<file path="src/rtl/printf_uart_pkg.sv">
// Shared constants and FSM encoding for the printf UART transmitter.
// Build option: PRINTF_UART_TX_PARITY_EN selects 8E1 framing instead of 8N1.
package printf_uart_pkg;

    localparam int unsigned DataBits   = 8;
    localparam logic [2:0]  LastBitIdx = 3'(DataBits - 1);
    localparam logic        IdleLevel  = 1'b1;
    localparam logic        StartLevel = 1'b0;

    typedef enum logic [2:0] {
        StIdle   = 3'd0,
        StStart  = 3'd1,
        StData   = 3'd2,
        StStop   = 3'd3
`ifdef PRINTF_UART_TX_PARITY_EN
        ,
        StParity = 3'd4
`endif
    } tx_state_e;

endpackage

</file>
<file path="src/rtl/printf_tx_fifo.sv">
// Byte FIFO feeding the serializer: synchronous, registered occupancy count.
// Push is refused while full, even if a pop happens in the same cycle.
module printf_tx_fifo
    import printf_uart_pkg::*;
#(
    parameter int unsigned FIFO_DEPTH = 16
) (
    input  logic                        clk,
    input  logic                        rstp,
    input  logic                        push,
    input  logic [DataBits-1:0]         push_data,
    output logic                        full,
    input  logic                        pop,
    output logic [DataBits-1:0]         head,
    output logic                        empty,
    output logic [$clog2(FIFO_DEPTH):0] count
);

    localparam int unsigned PtrW = $clog2(FIFO_DEPTH);

    logic [DataBits-1:0] mem [FIFO_DEPTH];
    logic [PtrW-1:0]     wptr;
    logic [PtrW-1:0]     rptr;
    logic                push_ok;
    logic                pop_ok;

    assign full    = (count == (PtrW + 1)'(FIFO_DEPTH));
    assign empty   = (count == '0);
    assign push_ok = push && !full;
    assign pop_ok  = pop && !empty;
    assign head    = mem[rptr];

    // Pointers are exactly PtrW bits wide so they wrap modulo the depth.
    always_ff @(posedge clk) begin
        if (rstp) begin
            wptr  <= '0;
            rptr  <= '0;
            count <= '0;
        end else begin
            if (push_ok) wptr <= wptr + 1'b1;
            if (pop_ok)  rptr <= rptr + 1'b1;
            case ({push_ok, pop_ok})
                2'b10:   count <= count + 1'b1;
                2'b01:   count <= count - 1'b1;
                default: count <= count;
            endcase
        end
    end

    always_ff @(posedge clk) begin
        if (push_ok) mem[wptr] <= push_data;
    end

endmodule

</file>
<file path="src/rtl/printf_uart_tx.sv">
// Buffered UART transmitter for printf-style debug output (8N1 by default).
// Build option: PRINTF_UART_TX_PARITY_EN adds an even-parity bit (8E1).
module printf_uart_tx
    import printf_uart_pkg::*;
#(
    parameter int unsigned FIFO_DEPTH     = 16,
    parameter int unsigned BAUD_DIV_WIDTH = 16
) (
    input  logic                        clk,
    input  logic                        rstp,
    input  logic [BAUD_DIV_WIDTH-1:0]   baud_div,
    input  logic                        wvalid,
    input  logic [7:0]                  wdata,
    output logic                        wready,
    output logic                        busy,
    output logic [$clog2(FIFO_DEPTH):0] fifo_count,
    output logic                        printf_tx
);

    tx_state_e                 state;
    logic                      fifo_full;
    logic                      fifo_empty;
    logic                      pop;
    logic [DataBits-1:0]       head;
    logic [BAUD_DIV_WIDTH-1:0] div_q;
    logic [BAUD_DIV_WIDTH-1:0] baud_cnt;
    logic [2:0]                bit_idx;
    logic [DataBits-1:0]       shreg;
    logic                      tail_q;
    logic                      bit_done;
`ifdef PRINTF_UART_TX_PARITY_EN
    logic                      par_q;
`endif

    printf_tx_fifo #(
        .FIFO_DEPTH (FIFO_DEPTH)
    ) u_fifo (
        .clk       (clk),
        .rstp      (rstp),
        .push      (wvalid),
        .push_data (wdata),
        .full      (fifo_full),
        .pop       (pop),
        .head      (head),
        .empty     (fifo_empty),
        .count     (fifo_count)
    );

    assign bit_done = (baud_cnt == div_q);
    assign pop      = !fifo_empty && ((state == StIdle) || (state == StStop && bit_done));
    assign wready   = !fifo_full;
    // tail_q covers the final stop-bit cycle, which the line shows one cycle after the state.
    assign busy     = tail_q || (state != StIdle) || (fifo_count != '0);

    // The line is registered from the current state, so it trails the state by one cycle.
    always_ff @(posedge clk) begin
        if (rstp) begin
            state     <= StIdle;
            printf_tx <= IdleLevel;
            div_q     <= '0;
            baud_cnt  <= '0;
            bit_idx   <= '0;
            shreg     <= '0;
            tail_q    <= 1'b0;
`ifdef PRINTF_UART_TX_PARITY_EN
            par_q     <= 1'b0;
`endif
        end else begin
            tail_q   <= (state != StIdle);
            baud_cnt <= bit_done ? '0 : baud_cnt + 1'b1;
            unique case (state)
                StIdle: begin
                    printf_tx <= IdleLevel;
                    baud_cnt  <= '0;
                    if (pop) begin
                        shreg   <= head;
                        div_q   <= baud_div;
                        bit_idx <= '0;
`ifdef PRINTF_UART_TX_PARITY_EN
                        par_q   <= ^head;
`endif
                        state   <= StStart;
                    end
                end
                StStart: begin
                    printf_tx <= StartLevel;
                    if (bit_done) state <= StData;
                end
                StData: begin
                    printf_tx <= shreg[0];
                    if (bit_done) begin
                        shreg   <= shreg >> 1;
                        bit_idx <= bit_idx + 1'b1;
                        if (bit_idx == LastBitIdx) begin
`ifdef PRINTF_UART_TX_PARITY_EN
                            state <= StParity;
`else
                            state <= StStop;
`endif
                        end
                    end
                end
`ifdef PRINTF_UART_TX_PARITY_EN
                StParity: begin
                    printf_tx <= par_q;
                    if (bit_done) state <= StStop;
                end
`endif
                StStop: begin
                    printf_tx <= IdleLevel;
                    if (bit_done) begin
                        // Back-to-back frames: reload straight into START with no idle gap.
                        if (pop) begin
                            shreg   <= head;
                            div_q   <= baud_div;
                            bit_idx <= '0;
`ifdef PRINTF_UART_TX_PARITY_EN
                            par_q   <= ^head;
`endif
                            state   <= StStart;
                        end else begin
                            state <= StIdle;
                        end
                    end
                end
                default: state <= StIdle;
            endcase
        end
    end

endmodule

</file>
<file path="config.mk">
export PLATFORM = sky130hd
export DESIGN_NAME = printf_uart_tx
export DESIGN_NICKNAME = d
export VERILOG_FILES = /design/src/rtl/printf_uart_pkg.sv /design/src/rtl/printf_tx_fifo.sv /design/src/rtl/printf_uart_tx.sv
export SDC_FILE = /design/constraint.sdc
export NUM_CORES = 1
export LEC_CHECK = 0
export ABC_AREA = 1
export CAP_MARGIN = 5
export CELL_PAD_IN_SITES_DETAIL_PLACEMENT = 1
export CELL_PAD_IN_SITES_GLOBAL_PLACEMENT = 2
export CORE_UTILIZATION = 43
export DETAILED_ROUTE_END_ITERATION = 12
export GPL_TIMING_DRIVEN = 0
export PLACE_DENSITY_LB_ADDON = 0.1
export SYNTH_ARGS = -nofsm -noshare
export SYNTH_HDL_FRONTEND = slang
export SYNTH_HIERARCHICAL = 1
export SYNTH_SLANG_ARGS = --single-unit
</file>
<file path="constraint.sdc">
create_clock -name clk -period 6.8 [get_ports clk]
set_clock_uncertainty 0.15 [all_clocks]
set_input_delay 0.68 -clock clk [delete_from_list [all_inputs] [get_ports clk]]
set_output_delay 0.68 -clock clk [all_outputs]
set_load 0.1 [all_outputs]
</file>
==> flow_summary.json <==
{
  "fin_crit_ns": 3.49,
  "r2r_cells": 23,
  "antenna_found_initial": 0,
  "cts.repair.resized": 0,
  "syn_avg_cell_area_um2": 10.0,
  "crit_path_end_kind": "output pin",
  "ant_nets": 0,
  "first_pass_iters": 5,
  "drcViolationCount": 0,
  "async_flop_share": 0,
  "wirelength_um": 22200,
  "setup_viol": 0,
  "grt_max_degree": 17,
  "crit_cells": 6,
  "cp_max_fo": 4,
  "crit_path_max_incr_delay_ns": 1.13,
  "synth.distinct_cells": 41,
  "cts-root-buf": "clkbuf_16",
  "overflow": 0,
  "relSlewSlack": 0.275,
  "grt_pass1_vias": 6549,
  "clock_latency_ns": 0.43,
  "start_util": 0.443,
  "min_delay_path_depth": 2,
  "maxSlewViolCount": 0,
  "synth_nets": 909,
  "avgViaCountPerCell": 5.21,
  "die_area_mm2": 0.0207,
  "syn_to_final_growth_pct": 14.6,
  "crit_family": "buffers and inverters",
  "path_buf_inv": 3,
  "num_antenna_cells": 0,
  "cap_violations": 0,
  "period_share": 0.513,
  "status": "finished clean",
  "rsz0062_at_grt": "false",
  "yosys_warnings": 6,
  "gp_congestion": 0.782,
  "fin_total_pwr_w": 0.00384,
  "vias": 6234,
  "final-hold-violation-count": 0,
  "io_pins": 35,
  "fin_setup_tns_ns": 0,
  "ir_drop_mv": 0.345,
  "cp_slowest_cell": "clkdlybuf4s50_1",
  "fin_area_mm2": 0.00994,
  "cts_num_sinks": 192,
  "critPathLaunchType": "flop",
  "ys_ff_latch": 192,
  "power_density_mw_per_mm2": 386,
  "drt_iter0_markers": 297,
  "critical_path_class": "reg2out",
  "netlist.area_leader.share": 0.443,
  "clkTransAtPathRegs_ns": 0.07,
  "die_x_um": 144,
  "wire_per_inst_um": 18.6,
  "crit_arrival_ns": 2.66,
  "portBuffers": 34,
  "crit_chain": "inv_1 > ha_1 > inv_1 > nor4_1 > nand2_1 > clkdlybuf4s50_1",
  "grt_pass1_wl_um": 35000,
  "synth_top_area_cell": "edfxtp_1",
  "grt_usage": 0.229,
  "htree_levels": 4,
  "fmax_mhz": 287,
  "synth_edf_count": 128,
  "synth_seq_area_share": 0.591,
  "cts_max_path_buffers": 2,
  "dieHeight_um": 144,
  "netlist_instances": 866,
  "hold_path_class": "reg2reg",
  "synthFlopType": "edfxtp_1",
  "cts_tree": "built",
  "cts_buffers": 17,
  "leakage_nw": 3.74,
  "syn-cell-area_mm2": 0.00867,
  "critical_path_required_ns": 5.97,
  "holdBufCountCts": 0,
  "nets": 962,
  "postCtsSetupBuffers": 0,
  "placed_area_mm2": 0.00934,
  "utilization": 0.507,
  "worstMarginPinSlew_ns": 1.08,
  "drive_gt1_frac": 0.0858,
  "fp-row-count": 51,
  "core_region_area_mm2": 0.0196,
  "path_common_cell": "inv_1",
  "synthTopCellsByArea": "edfxtp_1 (44%), dfxtp_1 (15%), nand2_1 (5.7%)",
  "place_hpwl_um": 16000
}
==> worst paths after layout <==
path,from,endpoint,slack (ns)
max,state[0],busy,3.31
min reg2reg,div_q[3],div_q[3],0.35
min,div_q[3],div_q[3],0.35
max reg2reg,baud_cnt[13],u_fifo/count[4],3.42
==> metrics by stage <==
step / cells / setup slack [ns] / hold slack (ns)
after floorplan: 866 / 3.53 / 0.301
after global placement: 1165 / 3.49 / 0.312
after detailed placement: 1165 / 3.37 / 0.334
after CTS: 1197 / 3.28 / 0.353
after global routing: 1197 / 3.12 / 0.377
final: 1197 / 3.31 / 0.351
==> final cells by class <==
| type | count | area, um2 |
|---|---|---|
| tap | 265 | 332 |
| fill | 2215 | 9650 |
| multi-input combinational | 530 | 2940 |
| sequential | 192 | 5120 |
| clock buffer | 19 | 433 |
| clock inverter | 13 | 161 |
| timing repair buffer | 34 | 340 |
| inverter | 110 | 418 |
| buffer | 34 | 193 |
==> per-layer routing <==
metal	GRT usage	part of all wire	vias up	wire, um
li1	-	-	3032	-
met1	0.312	0.48	3082	10700
met2	0.376	0.48	105	10600
met3	0.0430	0.034	15	761
met4	0.0594	0.010	0	225
met5	0	0	-	0
==> Yosys cell counts, types with 7 or more instances <==
cell	count
o21ai_0	53
edfxtp_1	128
dfxtp_1	64
inv_2	10
buf_2	8
nand3b_1	16
nand3_1	23
mux2i_1	32
inv_1	99
nor3_1	11
xor2_1	7
nor2_2	7
nand2_1	131
ha_1	16
nor2_1	106
clkbuf_1	15
a21oi_1	52
nor3b_1	8
o211ai_1	33
==> cells in the final DEF (no fill, tap or decap), drive strengths merged <==
master / Yosys / routed
a21oi: 53 / 53
nor2: 114 / 114
bufinv: 0 / 3
o21a: 3 / 3
nor4: 3 / 3
buf: 18 / 18
o21ai: 55 / 55
edfxtp: 128 / 128
o22ai: 1 / 1
inv: 110 / 113
a211oi: 3 / 3
nor3b: 8 / 8
dfxtp: 64 / 64
nand4: 4 / 4
o211ai: 33 / 33
ha: 16 / 16
mux2i: 32 / 32
clkinvlp: 0 / 4
nand2: 139 / 139
nand3: 26 / 26
clkinv: 0 / 3
nor3: 12 / 12
xor2: 7 / 7
nand3b: 16 / 16
or2: 1 / 1
xnor2: 1 / 1
clkdlybuf4s50: 0 / 34
clkbuf: 16 / 35
o31ai: 2 / 2
a21o: 1 / 1
==> power breakdown <==
part | total [W] | switching [W] | internal, W
clock | 0.00101 | 0.000433 | 0.000580
sequential | 0.00142 | 0.0000732 | 0.00135
combinational | 0.00140 | 0.000948 | 0.000452
total | 0.00384 | 0.00145 | 0.00238
==> tightest hold or removal path, delay by kind of cell (launching register included) <==
family,cells,cell delay (ns)
and+or+nand+nor,2,0.14
DFF,1,0.32
==> registers in the layout, indices dropped and copies added (netlist names), named ones only <==
signal	flops
bit_idx	3
u_fifo/mem	128
state	2
u_fifo/count	5
u_fifo/rptr	4
baud_cnt	16
div_q	16
tail_q	1
shreg	8
printf_tx	1
u_fifo/wptr	4
==> kinds of logic after synthesis <==
| kind of cell | count (synthesis) | synth area share |
|---|---|---|
| simple gates | 323 | 0.169 |
| flops | 192 | 0.591 |
| compound gates | 151 | 0.101 |
| buf+inv | 144 | 0.0704 |
| mux | 32 | 0.0369 |
| fa+ha+maj | 16 | 0.0231 |
| xor+xnor | 8 | 0.00808 |
Power figures use the tool's default switching activity.
